<file path="src/rtl/window_line_buffer.sv">
// KxK sliding-window generator: K-1 line delays feed a KxK tap array; windows are registered out with row/col, centre tap and frame framing.
// Optional build macro WIN_STRIDE2_EN: emit only windows with even win_row and win_col.
module window_line_buffer #(
    parameter int DATA_W = 8,
    parameter int K      = 7,
    parameter int IMG_W  = 28,
    parameter int IMG_H  = 28
) (
    input  logic                    clk,
    input  logic                    rst,
    input  logic                    in_valid,
    input  logic                    in_sof,
    input  logic [DATA_W-1:0]       in_data,
    output logic                    win_valid,
    output logic [K*K*DATA_W-1:0]   win_data,
    output logic [$clog2(IMG_H)-1:0] win_row,
    output logic [$clog2(IMG_W)-1:0] win_col,
    output logic [DATA_W-1:0]       center_data,
    output logic                    frame_done
);
    localparam int RW = $clog2(IMG_H);
    localparam int CW = $clog2(IMG_W);
    localparam int CT = (K - 1) / 2;
    localparam logic [RW-1:0] ROW_FIRST = RW'(K - 1);
    localparam logic [CW-1:0] COL_FIRST = CW'(K - 1);
    localparam logic [RW-1:0] ROW_LAST  = RW'(IMG_H - 1);
    localparam logic [CW-1:0] COL_LAST  = CW'(IMG_W - 1);

    logic [DATA_W-1:0] line_mem [K-1][IMG_W];
    logic [DATA_W-1:0] taps     [K][K];
    logic [DATA_W-1:0] taps_nxt [K][K];
    logic [DATA_W-1:0] src      [K];
    logic [K*K*DATA_W-1:0] win_nxt;

    logic [RW-1:0] row, cur_row, win_row_nxt;
    logic [CW-1:0] col, cur_col, win_col_nxt;
    logic          at_win, emit, at_last;

    // Row K-1 is the live pixel; each older row comes from one more line delay.
    always_comb begin
        src[K-1] = in_data;
        for (int j = 0; j < K - 1; j++)
            src[K-2-j] = line_mem[j][IMG_W-1];
        for (int r = 0; r < K; r++) begin
            for (int c = 0; c < K - 1; c++)
                taps_nxt[r][c] = taps[r][c+1];
            taps_nxt[r][K-1] = src[r];
        end
        win_nxt = '0;
        for (int r = 0; r < K; r++)
            for (int c = 0; c < K; c++)
                win_nxt[(K*K-1-(r*K+c))*DATA_W +: DATA_W] = taps_nxt[r][c];
    end

    // Storage is never reset: a window is only emitted once it has been refilled.
    always_ff @(posedge clk) begin
        if (in_valid) begin
            line_mem[0][0] <= in_data;
            for (int j = 1; j < K - 1; j++)
                line_mem[j][0] <= line_mem[j-1][IMG_W-1];
            for (int j = 0; j < K - 1; j++)
                for (int i = 1; i < IMG_W; i++)
                    line_mem[j][i] <= line_mem[j][i-1];
            for (int r = 0; r < K; r++)
                for (int c = 0; c < K; c++)
                    taps[r][c] <= taps_nxt[r][c];
        end
    end

    // in_sof overrides the counters so the qualified pixel is (0,0).
    always_comb begin
        cur_row     = in_sof ? '0 : row;
        cur_col     = in_sof ? '0 : col;
        at_win      = (cur_row >= ROW_FIRST) && (cur_col >= COL_FIRST);
        at_last     = (cur_row == ROW_LAST) && (cur_col == COL_LAST);
        win_row_nxt = cur_row - ROW_FIRST;
        win_col_nxt = cur_col - COL_FIRST;
`ifdef WIN_STRIDE2_EN
        emit = at_win && !win_row_nxt[0] && !win_col_nxt[0];
`else
        emit = at_win;
`endif
    end

    always_ff @(posedge clk or posedge rst) begin
        if (rst) begin
            row         <= '0;
            col         <= '0;
            win_valid   <= 1'b0;
            frame_done  <= 1'b0;
            win_data    <= '0;
            center_data <= '0;
            win_row     <= '0;
            win_col     <= '0;
        end else begin
            win_valid  <= in_valid && emit;
            frame_done <= in_valid && at_last;
            if (in_valid) begin
                if (cur_col == COL_LAST) begin
                    col <= '0;
                    row <= (cur_row == ROW_LAST) ? '0 : cur_row + 1'b1;
                end else begin
                    col <= cur_col + 1'b1;
                    row <= cur_row;
                end
                if (emit) begin
                    win_data    <= win_nxt;
                    center_data <= taps_nxt[CT][CT];
                    win_row     <= win_row_nxt;
                    win_col     <= win_col_nxt;
                end
            end
        end
    end
endmodule

</file>
<file path="config.mk">
export PLATFORM = sky130hd
export DESIGN_NAME = window_line_buffer
export DESIGN_NICKNAME = d
export VERILOG_FILES = /design/src/rtl/window_line_buffer.sv
export SDC_FILE = /design/constraint.sdc
export NUM_CORES = 1
export LEC_CHECK = 0
export CORE_MARGIN = 2
export CORE_UTILIZATION = 55
export DETAILED_ROUTE_END_ITERATION = 16
export PLACE_DENSITY = 0.75
export REMOVE_ABC_BUFFERS = 1
export SLEW_MARGIN = 15
export SYNTH_ARGS = -nofsm -noshare
export SYNTH_HDL_FRONTEND = slang
export SYNTH_SLANG_ARGS = --single-unit
</file>
<file path="constraint.sdc">
create_clock -name clk -period 17.3 [get_ports clk]
set_clock_uncertainty 0.15 [all_clocks]
set_input_delay 1.73 -clock clk [delete_from_list [all_inputs] [get_ports clk]]
set_output_delay 1.73 -clock clk [all_outputs]
set_load 0.02 [all_outputs]
</file>
==> qor.csv, run 1 <==
metric,value,unit
worst setup path class,in -> reg,
class of the tightest hold or removal check,reg -> reg,
hold_sp,line_mem[3][65],
initial antenna violation count,1,
Power Internal,7.08,mW
"worst slack, placed",10.70,ns
Clock Pin Slew Worst Setup and Hold Paths,0.06,ns
cell row count,118,
cell repeated most along the worst path,sky130_fd_sc_hd__buf_4,
post-detailed-route DRC marker count,0,
count of vias placed by the detailed router,22940,
switching power total,1.70,mW
part of the total power dissipated in the clock network,42.2,%
number of buffer and inverter stages on the critical path,4,
Final Hold Slack,0.239,ns
number of buffers on the longest clock path,3,
number of nets in the layout,2926,
post-CTS sizing,0,
antenna cell count,0,
Sinks on Clock Net,1806,
Syn Inst Count,2348,
Std-Cell Core Area,104000,sq um
number of pins with negative max-slew slack in the final report,0,
clock root cell,sky130_fd_sc_hd__clkbuf_16,
Storage cell area,52200,sq um
setup violation total in the final timing report,0,
number of buffers added by the clock tree synthesis step,171,
area of the mapped netlist,57700,sq um
destination of the worst register-to-register timing path,win_data[315],
reported max-cap violation count,0,
Post-CTS Repair Setup Buffers,0,
PnR worst setup slack,11.36,ns
average wire per standard cell,19.3,microns
fraction of synthesized cell area taken by the top area cell type,72.4,%
Detailed Place HPWL,45600,microns
vias in the first global route,23763,
fin crit period,5.94,ns
reg2reg setup slack,12.58,ns
combinational cell fraction of total power,1.1,%
starting density of the core,55.6,%
"most common cell after layout, fill and taps aside",sky130_fd_sc_hd__edfxtp_1,
pin count of the biggest net entering global routing,132,
WP data arrival,6.43,ns
maximum fanout along the worst path,76,
setup tns final,0,ns
slowest CP cell,sky130_fd_sc_hd__buf_4,
Worst R2R Path Depth,8,
Power Density,127,nW/um^2
Filler Cell Count,6355,
Worst-Margin Slew,1.13,ns
number of placed I/O pins,424,
clock insertion delay at the later pin of the skew report,0.76,ns
leakage power,26.5,nW
"commonest cells after routing, fill and taps aside","1392 x sky130_fd_sc_hd__edfxtp_1, 422 x sky130_fd_sc_hd__clkdlybuf4s50_1, 414 x sky130_fd_sc_hd__dfrtp_1",
initial drt markers,1902,
overflow left after global routing,0,
number of iterations in the first detailed-routing pass,5,
Crit path largest cell delay,0.88,ns
Yosys warnings,0,
kind of capture point of the worst setup path,flop,
global-route wire length before repair,135000,microns
Die Outline Area,108000,sq um
hold depth,0,
top cell family by delay on the critical path,buffers and inverters,
combined area of the multi-input logic cells,4990,sq um
Reg-to-Reg Start,row[1],
category of the worst setup path launch point,input pin,
Crit path depth,9,
Max VDD drop,0.0000920,V
number of vias per cell,5.17,
I/O Buffers,423,
worst rel slew slack,24.9,%
share of cells above drive strength 1,12.4,%
ratio of final minimum period to clock period,34.3,%
total global-route track usage,16.1,%
weighted congestion reported at the end of routability-driven placement,0.786,
die width,328,microns
register bit total from synthesis,1806,
total wirelength of the detailed-routed design,85900,microns
Critical Path RT,17.79,ns
outcome,completed,
worst hold path endpoint,line_mem[3][57],
CTS tree,yes,
cell type contributing the most total cell area after synthesis,sky130_fd_sc_hd__edfxtp_1,
Syn-to-layout area delta,19.6,%
fraction of power spent switching nets,19.4,%
share of synthesized area occupied by flip-flops and latches,90.3,%
H-tree levels,4,
number of library cell types mapped by synthesis,38,
CTS Hold Buffers Added,0,
number of nets with antenna violations after routing,0,
relative contribution of sequential cells to total power,56.6,%
average size of a mapped cell,24.6,sq um
RSZ-0062 raised after global routing,false,
die height,328,microns
Hold Fails Final Rpt,0,
highest attainable clock frequency,0.168,GHz
crit path cell chain,clkdlybuf4s50_1 > nor2b_1 > ha_1 > o21ai_1 > a211oi_4 > buf_4 > buf_4 > buf_4 > mux2_2,
post-layout power,8.78,mW
main area contributors after synthesis,"sky130_fd_sc_hd__edfxtp_1 72%, sky130_fd_sc_hd__dfrtp_1 18%, sky130_fd_sc_hd__mux2_1 6.0%",
Final Core Density,66.6,%
-- sequential cells by signal, indices dropped and copies added, names as in the netlist --
register and count:
col 5, frame_done 1, line_mem 1284, row 5, taps 108, win_col 5
win_data 392, win_row 5, win_valid 1
-- cells by family (layout without fill, tap and decap cells) --
group	count (synthesis)	after routing	share of synthesized area, %
adders and majority gates	2	2	0.0433
muxes	402	402	7.84
xor gates and xnor gates	3	3	0.0455
DFF	1806	1806	90.3
and+or+nand+nor	41	41	0.381
buffers and inverters	68	781	1.02
AOI/OAI and AO/OA	26	26	0.336
-- per-layer routing --
metal,track usage [%],vias to the layer above,routed length [microns]
met2,24.0,608,39800
met1,22.6,11946,38000
met3,5.31,143,6200
met5,0,-,0
met4,5.23,0,1790
li1,-,10243,-
-- stage by stage --
stage | instances | area (sq um)
after floorplan | 2288 | 57200
after global placement | 4119 | 63400
after detailed placement | 4119 | 63400
after CTS | 4441 | 69100
after global routing | 4441 | 69100
final | 4441 | 69100
-- final cells by class --
| type | count | share of cell area [%] |
|---|---|---|
| multi-input cells | 474 | 7.22 |
| repair buffers | 451 | 6.46 |
| inverters | 8 | 0.0543 |
| clock buffers | 248 | 7.10 |
| well taps | 1380 | 2.50 |
| clock inverters | 74 | 1.15 |
| flip-flops and latches | 1806 | 75.5 |
-- synthesized netlist by cell type (all sizes together) --
cell,n
nor2b,6
inv,8
ha,2
a311o,1
nand2b,3
nor2,6
a21boi,1
nand4b,2
nand3b,2
nor3,3
o31ai,1
o21a,1
nand3,4
dfrtp,414
or2,1
clkbuf,7
mux2i,2
nor4,2
o22ai,2
o311ai,3
o2bb2ai,1
and3b,2
a211o,1
a211oi,2
xor2,3
o21ai,5
a221o,2
buf,53
nand2,10
edfxtp,1392
a21oi,5
o211ai,1
mux2,400
-- how the worst max path moves through the flow --
| stage | slack (ns) | end | start |
|---|---|---|---|
| final | 11.36 | win_data[315] | in_sof |
| after CTS | 11.50 | win_data[318] | in_sof |
| after detailed placement | 10.70 | win_data[318] | in_sof |
| after global routing | 11.17 | win_data[318] | in_sof |
| after global placement | 10.92 | win_data[270] | in_sof |
| after floorplan | 3.47 | win_data[118] | in_sof |
-- power by group through the flow --
| stage | registers (mW) | logic [mW] | clock network, mW |
|---|---|---|---|
| 2_1_floorplan | 5.02 | 0.0224 | 0 |
| 3_3_place_gp | 5.05 | 0.0973 | 0 |
| 3_5_place_dp | 5.06 | 0.103 | 0 |
| 4_1_cts | 4.98 | 0.103 | 3.82 |
| 5_1_grt | 4.99 | 0.113 | 3.99 |
| 6_report | 4.97 | 0.0995 | 3.71 |
Power figures use the tool's default switching activity.
==> run 2, diff against run 1 <==
CORE_UTILIZATION = 52   (was 55)
PLACE_DENSITY = 0.74   (was 0.75)
clock period = 5.45 ns   (was 17.3 ns; I/O delays follow)
==> run 2 against run 1 <==
Net effect:
- final cell count rose by 2.8%
- design area rose by 0.45%
- combinational power rose to 3.3 times the previous value
- via count down 0.48%
- die area grew 5.7%
- largest power group unchanged
- critical endpoint is now win_data[366]
- count of clock-buffer cells in the layout down 3
==> qor.csv, run 2 (synthesis results as in run 1) <==
metric,value,unit
"most common cell after layout, fill and taps aside",sky130_fd_sc_hd__edfxtp_1,
cell area reported after detailed placement,63700,sq um
post-CTS sizing,0,
Critical Path RT,5.92,ns
class of the tightest hold or removal check,in -> reg,
part of the total power dissipated in the clock network,42.0,%
pin count of the biggest net entering global routing,190,
weighted congestion reported at the end of routability-driven placement,0.795,
post-detailed-route DRC marker count,0,
initial drt markers,1839,
Die Outline Area,114000,sq um
die height,337,microns
Clock Pin Slew Worst Setup and Hold Paths,0.06,ns
fraction of power spent switching nets,19.7,%
die width,337,microns
clock root cell,sky130_fd_sc_hd__clkbuf_16,
RSZ-0062 raised after global routing,false,
fin crit period,3.24,ns
register containing the most flip-flops in the final layout,line_mem,
vias in the first global route,24133,
average wire per standard cell,18.6,microns
slowest CP cell,sky130_fd_sc_hd__dfrtp_1,
Post-CTS Repair Setup Buffers,0,
maximum fanout along the worst path,95,
cell row count,122,
number of buffers on the longest clock path,3,
number of nets with antenna violations after routing,0,
highest attainable clock frequency,0.309,GHz
global-route wire length before repair,135000,microns
initial antenna violation count,1,
overflow left after global routing,0,
CTS Hold Buffers Added,0,
kind of capture point of the worst setup path,flop,
WP data arrival,3.71,ns
reported max-cap violation count,0,
I/O Buffers,423,
Syn-to-layout area delta,20.2,%
"commonest cells after routing, fill and taps aside","1392 x sky130_fd_sc_hd__edfxtp_1, 422 x sky130_fd_sc_hd__clkdlybuf4s50_1, 414 x sky130_fd_sc_hd__dfrtp_1",
count of vias placed by the detailed router,22829,
final non-filler cell area,69400,sq um
outcome,completed,
starting density of the core,52.3,%
Detailed Place HPWL,46500,microns
leakage power,26.6,nW
number of pins with negative max-slew slack in the final report,0,
number of placed I/O pins,424,
CTS tree,yes,
total global-route track usage,15.1,%
combinational cell fraction of total power,1.2,%
crit path cell chain,nor2b_1 > ha_1 > o21ai_1 > a211oi_4 > buf_12 > buf_12 > mux2_2,
Worst-Margin Slew,1.14,ns
Hold Fails Final Rpt,0,
H-tree levels,4,
Sinks on Clock Net,1806,
number of buffers added by the clock tree synthesis step,173,
Final Core Density,62.9,%
switching power total,5.47,mW
clock insertion delay at the later pin of the skew report,0.76,ns
share of cells above drive strength 1,12.7,%
flip-flop count of the largest register after layout,1284,
Std-Cell Core Area,110000,sq um
ratio of final minimum period to clock period,59.5,%
relative contribution of sequential cells to total power,56.9,%
number of iterations in the first detailed-routing pass,5,
Crit path largest cell delay,0.48,ns
worst setup path class,reg -> reg,
worst rel slew slack,24.0,%
number of vias per cell,5.00,
category of the worst setup path launch point,flop,
number of nets in the layout,2939,
Power Density,400,nW/um^2
Filler Cell Count,7184,
Regs by FF count,"line_mem: 1284 flops, win_data: 392 flops, taps: 108 flops",
total wirelength of the detailed-routed design,85100,microns
cell repeated most along the worst path,sky130_fd_sc_hd__buf_12,
Power Internal,22.3,mW
Max VDD drop,0.000273,V
setup violation total in the final timing report,0,
-- run 2: final timing paths --
path	start	to	slack (ns)	cells after the start
min reg2reg	line_mem[4][45]	line_mem[4][37]	0.24	0
min	in_valid	line_mem[1][32]	0.12	1
max reg2reg	row[1]	win_data[366]	2.21	7
max	row[1]	win_data[366]	2.21	7
min in group asynchronous	rst	win_data[41]	0.23	2
max in group asynchronous	rst	win_data[153]	3.73	3
-- run 2: layout make-up --
type / count / area, sq um / area share [%]
flip-flops and latches: 1806 / 52200 / 75.2
multi-input cells: 474 / 4990 / 7.19
clock buffers: 245 / 4790 / 6.90
repair buffers: 462 / 4690 / 6.77
well taps: 1488 / 1860 / 2.68
clock inverters: 80 / 850 / 1.22
inverters: 8 / 37.5 / 0.0541
diodes: 1 / 2.50 / 0.00361
-- run 2: power groups by stage --
stage | Combinational (mW) | Sequential (mW) | Clock, mW
3_5_place_dp | 0.343 | 16.0 | 0
2_1_floorplan | 0.0710 | 15.9 | 0
4_1_cts | 0.340 | 15.8 | 12.0
6_report | 0.328 | 15.8 | 11.6
5_1_grt | 0.372 | 15.8 | 12.6
3_3_place_gp | 0.322 | 16.0 | 0
-- run 2: worst max-delay path, delay by kind of cell (launching register included) --
kind | cells | cell delay [ns]
AOI/OAI and AO/OA | 2 | 0.60
adders and majority gates | 1 | 0.21
buffers and inverters | 2 | 0.66
DFF | 1 | 0.48
muxes | 1 | 0.41
and+or+nand+nor | 1 | 0.33
-- run 2: routing by layer --
metal / GRT usage [%] / up-vias / share of wire, %
met4: 5.17 / 0 / 2.1
met3: 4.77 / 157 / 7.4
met2: 22.5 / 617 / 46
met5: 0 / - / 0
met1: 21.2 / 11794 / 44
li1: - / 10261 / -
-- run 2: stage by stage --
stage | setup slack [ns] | TNS [ns] | instances | total power, mW | hold WS [ns]
finish | 2.21 | 0 | 4564 | 27.7 | 0.117
detailed placement | 1.51 | 0 | 4238 | 16.4 | 0.255
global route | 2.07 | 0 | 4563 | 28.8 | 0.123
floorplan | -7.20 | -5551.92 | 2288 | 16.0 | 0.250
global placement | 1.64 | 0 | 4238 | 16.4 | 0.250
CTS | 2.25 | 0 | 4563 | 28.2 | 0.102
==> variant 1, RTL diff (flow settings as in run 1) <==
`DATA_W`: 8 -> 9.
--- a/src/rtl/window_line_buffer.sv
+++ b/src/rtl/window_line_buffer.sv
@@ -2,5 +2,5 @@
 // Optional build macro WIN_STRIDE2_EN: emit only windows with even win_row and win_col.
 module window_line_buffer #(
-    parameter int DATA_W = 8,
+    parameter int DATA_W = 9,
     parameter int K      = 7,
     parameter int IMG_W  = 28,
Interface: changed (resized center_data, in_data and win_data); port bits go from 424 to 475. No check against the original RTL was run, so the function may have changed too.
==> variant 1 against run 1 <==
- hold slack improved by 0.0084 ns
- highest routed layer is now met5
- final area grew 12%
- wire length rose by 15%
- sequential cell count up 223
- critical path depth fell by 3
- area after synthesis increased by 12%
- critical endpoint is now line_mem[5][39]$_DFFE_PP_
- setup slack got worse by 0.26 ns
Power is not compared: it rests on default switching activity, and its combinational part moved more than twofold at a synthesized area within 25%.
==> variant 1: results (changes against run 1) <==
* DP Wirelength at 53,600 µm (+18%)
* Status: complete, no violations
* EDFF count, synth at 1,566 (+13%)
* R2R Setup Slk at 13.26 ns (+0.68 ns)
* Sequential area share after synthesis at 90.5% (+0.16 points)
* CP peak stage delay at 0.98 ns (+0.10 ns)
* GRT Util Overall at 16.3% (+0.25 points)
* Routability cong. at 0.801 (+1.9%)
* Routed wire length at 98,700 µm (+15%)
* Peak VDD IR at 0.000131 V
* Initial antenna violation count at 2 (+1)
* Leakage at roughly 28 nW
* Via density at 5.20 (+0.63%)
* R2R cell count at 7 (-1)
* Largest net degree at the start of global routing at 218 (+65%)
* Hold path start: line_mem[2][103]$_DFFE_PP_
* Largest fanout on the critical path at 110 (+45%)
* Number of DRC violations after detailed-routing iteration 0 at 2,001 (+5.2%)
* Number of global-route vias before repair at 26,713 (+12%)
* Worst hold path type: register to register
* Xor/xnor cell area share of the yosys netlist at 0.0406% (-0.0049 points)
* Slew margin rel. at 6.40% (-18 points)
* Final hold slack at 0.247 ns (+0.00839 ns)
* Share of cells above drive strength 1 at 21.5% (+9.1 points)
* Synth Area in Compound Gates at 0.396% (+0.060 points)
* Slowest cell on the critical path: buf_4
* Port bufs at 474 (+12%)
* Post-synth ARST share at 22.8% (-0.10 points)
* Hold EP: line_mem[2][94]$_DFFE_PP_
* Synth unique cells at 38 (unchanged)
* Adder-Cell Fraction of Synth Area at 0.0386% (-0.0047 points)
* First-pass GRT wire length at 154,000 µm (+14%)
* Reg2reg end: win_data[291]$_DFFE_PP0P_
* Mux cell area share after synthesis at 7.72% (-0.12 points)
* Largest registers: line_mem (1445), win_data (441), taps (121)
* Main area contributors after synthesis: edfxtp_1 73%, dfrtp_1 18%, mux2_2 7.7%
* Cell types with the highest counts after synthesis: 1,566 x edfxtp_1, 463 x dfrtp_1, 442 x mux2_2
* Nets@finish at 3,267 (+12%)
* Worst-case clock buffer depth at 3 (unchanged)
* CTS buffer count at 189 (+11%)
-- variant 1: changes by cell type in the layout (fill, tap and decap cells not counted), sizes merged, moves of 5 or more --
cell / run 1 / this run
nor2b: 6 / 1
clkinv: 51 / 58
o21ai: 5 / 11
buf: 29 / 24
mux2: 400 / 442
nor2: 6 / 11
dfrtp: 414 / 463
clkdlybuf4s50: 422 / 473
edfxtp: 1392 / 1566
clkbuf: 248 / 272
a21oi: 5 / 10
-- variant 1: layer usage --
layer  routed length, µm  track usage, %  vias up
met5                  12               0        -
met4                1950            4.65        2
met3                7010            5.31      168
met2               46100            24.7      734
met1               43600            23.0    13312
li1                    -               -    11462
-- variant 1: where the power goes --
part | total (mW) | switching, mW | internal [mW] | leakage, nW
combinational | 2.31 | 1.15 | 1.16 | 4.04
clock | 4.03 | 1.70 | 2.33 | 2.99
sequential | 6.36 | 0.376 | 5.99 | 21.3
total | 12.7 | 3.22 | 9.48 | 28.3
-- variant 1: area by class of cell --
| type | count | area, µm² |
|---|---|---|
| tap | 1524 | 1910 |
| clock buffer | 272 | 5270 |
| multi-input combinational | 526 | 5490 |
| fill | 7150 | 39300 |
| clock inverter | 82 | 861 |
| sequential | 2029 | 58600 |
| antenna | 1 | 2.50 |
| inverter | 9 | 41.3 |
| timing repair buffer | 497 | 5010 |
-- variant 1: per-stage QoR --
stage / instance area (µm²) / instances / power, mW / worst slack, ns / utilization [%]
after floorplan: 64100 / 2564 / 7.42 / 2.51 / -
after global placement: 71100 / 4585 / 8.69 / 10.56 / 61.0
after detailed placement: 71100 / 4585 / 8.77 / 10.27 / 61.0
after CTS: 77200 / 4939 / 12.9 / 11.15 / 66.2
after global routing: 77200 / 4939 / 13.2 / 10.74 / 66.2
final: 77200 / 4940 / 12.7 / 11.10 / 66.2
-- variant 1: worst max-delay path: cells and delay by family --
kind / cells / cell delay, ns
buffers and inverters: 6 / 4.38
-- variant 1: how the worst max path moves through the flow --
stage,end,start,depth (start not counted),slack [ns]
after floorplan,col[0]$_DFFE_PP0P_,rst,1,2.51
after global placement,taps[0][12]$_DFFE_PP_,in_valid,6,10.56
after detailed placement,line_mem[4][12]$_DFFE_PP_,in_valid,6,10.27
after CTS,taps[0][21]$_DFFE_PP_,in_valid,6,11.15
after global routing,taps[0][21]$_DFFE_PP_,in_valid,6,10.74
final,line_mem[5][39]$_DFFE_PP_,in_valid,6,11.10
-- variant 1: kinds of logic (layout without fill, tap and decap cells) --
kind of cell | after synthesis | in the layout
other | 0 | 1
AND/OR/NAND/NOR | 38 | 38
adder cells (fa/ha/maj) | 2 | 2
multiplexers | 444 | 444
XOR/XNOR | 3 | 3
flip-flops | 2029 | 2029
AO/OA/AOI/OAI | 39 | 39
buffers and inverters | 76 | 860
==> variant 2, RTL diff (settings of run 1) <==
Made on the original files. Register the inputs `in_valid`, `in_sof` and `in_data` before use, with the module's reset. The logic sees them one clock later.
--- a/src/rtl/window_line_buffer.sv
+++ b/src/rtl/window_line_buffer.sv
@@ -27,4 +27,20 @@
     localparam logic [CW-1:0] COL_LAST  = CW'(IMG_W - 1);
 
+    logic in_valid_q;
+    logic in_sof_q;
+    logic [DATA_W-1:0] in_data_q;
+
+    always_ff @(posedge clk or posedge rst) begin
+        if (rst) begin
+            in_valid_q <= '0;
+            in_sof_q   <= '0;
+            in_data_q  <= '0;
+        end else begin
+            in_valid_q <= in_valid;
+            in_sof_q   <= in_sof;
+            in_data_q  <= in_data;
+        end
+    end
+
     logic [DATA_W-1:0] line_mem [K-1][IMG_W];
     logic [DATA_W-1:0] taps     [K][K];
@@ -39,5 +55,5 @@
     // Row K-1 is the live pixel; each older row comes from one more line delay.
     always_comb begin
-        src[K-1] = in_data;
+        src[K-1] = in_data_q;
         for (int j = 0; j < K - 1; j++)
             src[K-2-j] = line_mem[j][IMG_W-1];
@@ -55,6 +71,6 @@
     // Storage is never reset: a window is only emitted once it has been refilled.
     always_ff @(posedge clk) begin
-        if (in_valid) begin
-            line_mem[0][0] <= in_data;
+        if (in_valid_q) begin
+            line_mem[0][0] <= in_data_q;
             for (int j = 1; j < K - 1; j++)
                 line_mem[j][0] <= line_mem[j-1][IMG_W-1];
@@ -70,6 +86,6 @@
     // in_sof overrides the counters so the qualified pixel is (0,0).
     always_comb begin
-        cur_row     = in_sof ? '0 : row;
-        cur_col     = in_sof ? '0 : col;
+        cur_row     = in_sof_q ? '0 : row;
+        cur_col     = in_sof_q ? '0 : col;
         at_win      = (cur_row >= ROW_FIRST) && (cur_col >= COL_FIRST);
         at_last     = (cur_row == ROW_LAST) && (cur_col == COL_LAST);
@@ -94,7 +110,7 @@
             win_col     <= '0;
         end else begin
-            win_valid  <= in_valid && emit;
-            frame_done <= in_valid && at_last;
-            if (in_valid) begin
+            win_valid  <= in_valid_q && emit;
+            frame_done <= in_valid_q && at_last;
+            if (in_valid_q) begin
                 if (cur_col == COL_LAST) begin
                     col <= '0;
Check against the original RTL: not settled (the Yosys comparison gave no result); the edit may change what the design does.
==> variant 2 against run 1 <==
- area after synthesis rose by 0.27%
- final area up 0.32%
- maximum frequency down 7.2%
- sequential cell count grew 10
- power grew 0.28%
- setup slack worse by 0.46 ns
- synthesized cell count rose by 0.38%
- combinational power decreased by 11%
- utilization down 0.44 points
- wire length rose by 0.90%
- highest routed layer unchanged
==> variant 2: results (changes against run 1) <==
* Hold path start: line_mem[3][102]$_DFFE_PP_
* Antenna Cells at 0 (unchanged)
* GRT Util Overall at 16.0% (-0.080 points)
* Post-synth ARST share at 23.3% (+0.42 points)
* Post-DR wirelength/cell at 19.4 µm (+0.49%)
* H-tree depth at 4 (unchanged)
* DP Wirelength at 46,800 µm (+2.7%)
* Leakage at 26.2 nW (-1.2%)
* Xor/xnor cell area share of the yosys netlist at 0.0454% (-0.00012 points)
* Fillers at 6,550 (+3.1%)
* Peak VDD IR at 0.0000880 V (-4.4%)
* First-pass GRT wire length at 135,000 µm (-0.24%)
* Share of cells above drive strength 1 at 22.3% (+9.9 points)
* Slew @ Worst Pin at 1.13 ns (+0.00550 ns)
* CP peak stage delay at 0.90 ns (+0.02 ns)
* Synth Area in Compound Gates at 0.419% (+0.083 points)
* GR Overflow Total at 0 (unchanged)
* Arrival @ worst endpoint at 6.61 ns (+0.18 ns)
* Main area contributors after synthesis: edfxtp_1 72%, dfrtp_1 18%, mux2_2 7.6%
* Adder-Cell Fraction of Synth Area at 0.0432% (-0.00012 points)
* Final hold vios at 0 (unchanged)
* Internal at 7.09 mW (+0.23%)
* Number of DRC violations after detailed-routing iteration 0 at 1,875 (-1.4%)
* Pre-CTS setup slack at 10.75 ns (+0.0559 ns)
* Clock transition at path regs at 0.06 ns (about the same)
* Largest net degree at the start of global routing at 208 (+58%)
* Placed cell area at 0.0636 mm² (+0.33%)
* Number of global-route vias before repair at 23,786 (+0.097%)
* Slowest cell on the critical path: dfrtp_4
* Status: complete, no violations
* Via density at 5.19 (+0.48%)
* EDFF count, synth at 1,392 (unchanged)
* Largest fanout on the critical path at 168 (+120%)
* Nets@finish at 2,933 (+0.24%)
* Mux cell area share after synthesis at 7.70% (-0.14 points)
* Routability cong. at 0.798 (+1.5%)
* Synth unique cells at 35 (-7.9%)
* CP startpoint: in_valid_q$_DFF_PP0_
* Area added between synthesis and finish at 19.7% (about the same)
* Cell types with the highest counts after synthesis: 1,392 x edfxtp_1, 424 x dfrtp_1, 393 x mux2_2
* Sequential area share after synthesis at 90.5% (+0.19 points)
==> variant 2: changes by cell type in the layout (fill, tap and decap cells not counted), sizes merged, moves of 5 or more <==
cell and delta:
clkbuf -6, dfrtp +10, inv +7, o21ai +6, mux2 -7, a21oi +5, nor2b -6
==> variant 2: logic make-up after synthesis <==
logic type | Yosys count
buffers and inverters | 69
flip-flops | 1816
XOR/XNOR | 3
multiplexers | 396
adder cells (fa/ha/maj) | 2
AND/OR/NAND/NOR | 33
AO/OA/AOI/OAI | 38
==> variant 2: layout make-up <==
cell class,instances,share of cell area (%)
Multi-Input combinational cell,472,7.11
Clock buffer,242,7.08
Sequential cell,1816,75.6
Inverter,10,0.0650
Timing Repair Buffer,448,6.44
Clock inverter,80,1.17
Tap cell,1391,2.51
==> variant 2: metrics by stage <==
step / hold slack [ns] / std cells / total power, mW
after global placement: 0.251 / 4137 / 5.16
after global routing: 0.257 / 4459 / 9.12
final: 0.248 / 4459 / 8.80
after CTS: 0.247 / 4459 / 8.93
after floorplan: 0.250 / 2298 / 5.31
after detailed placement: 0.255 / 4137 / 5.18
==> variant 2: path summary, 6_finish.rpt <==
kind	to	slack (ns)	cells past startpoint
max	line_mem[1][3]$_DFFE_PP_	10.90	6
min	line_mem[3][94]$_DFFE_PP_	0.25	0
max reg2reg	line_mem[1][3]$_DFFE_PP_	10.90	6
min reg2reg	line_mem[3][94]$_DFFE_PP_	0.25	0
max in group asynchronous	win_data[213]$_DFFE_PP0P_	13.42	4
min in group asynchronous	win_data[193]$_DFFE_PP0P_	1.30	2
==> variant 2: power groups by stage <==
stage               Combinational (mW)  Sequential [mW]  Clock, mW
finish                          0.0887             5.00       3.72
detailed placement              0.0928             5.08          0
global route                     0.101             5.01       4.00
CTS                             0.0917             5.00       3.83
floorplan                       0.0202             5.29          0
global placement                0.0873             5.08          0
==> variant 2: routing by layer <==
metal / vias up / wire [µm] / track usage, %
li1: 10287 / - / -
met1: 12030 / 39300 / 23.4
met2: 683 / 39300 / 23.2
met3: 144 / 6460 / 5.21
met4: 0 / 1610 / 4.92
met5: - / 0 / 0
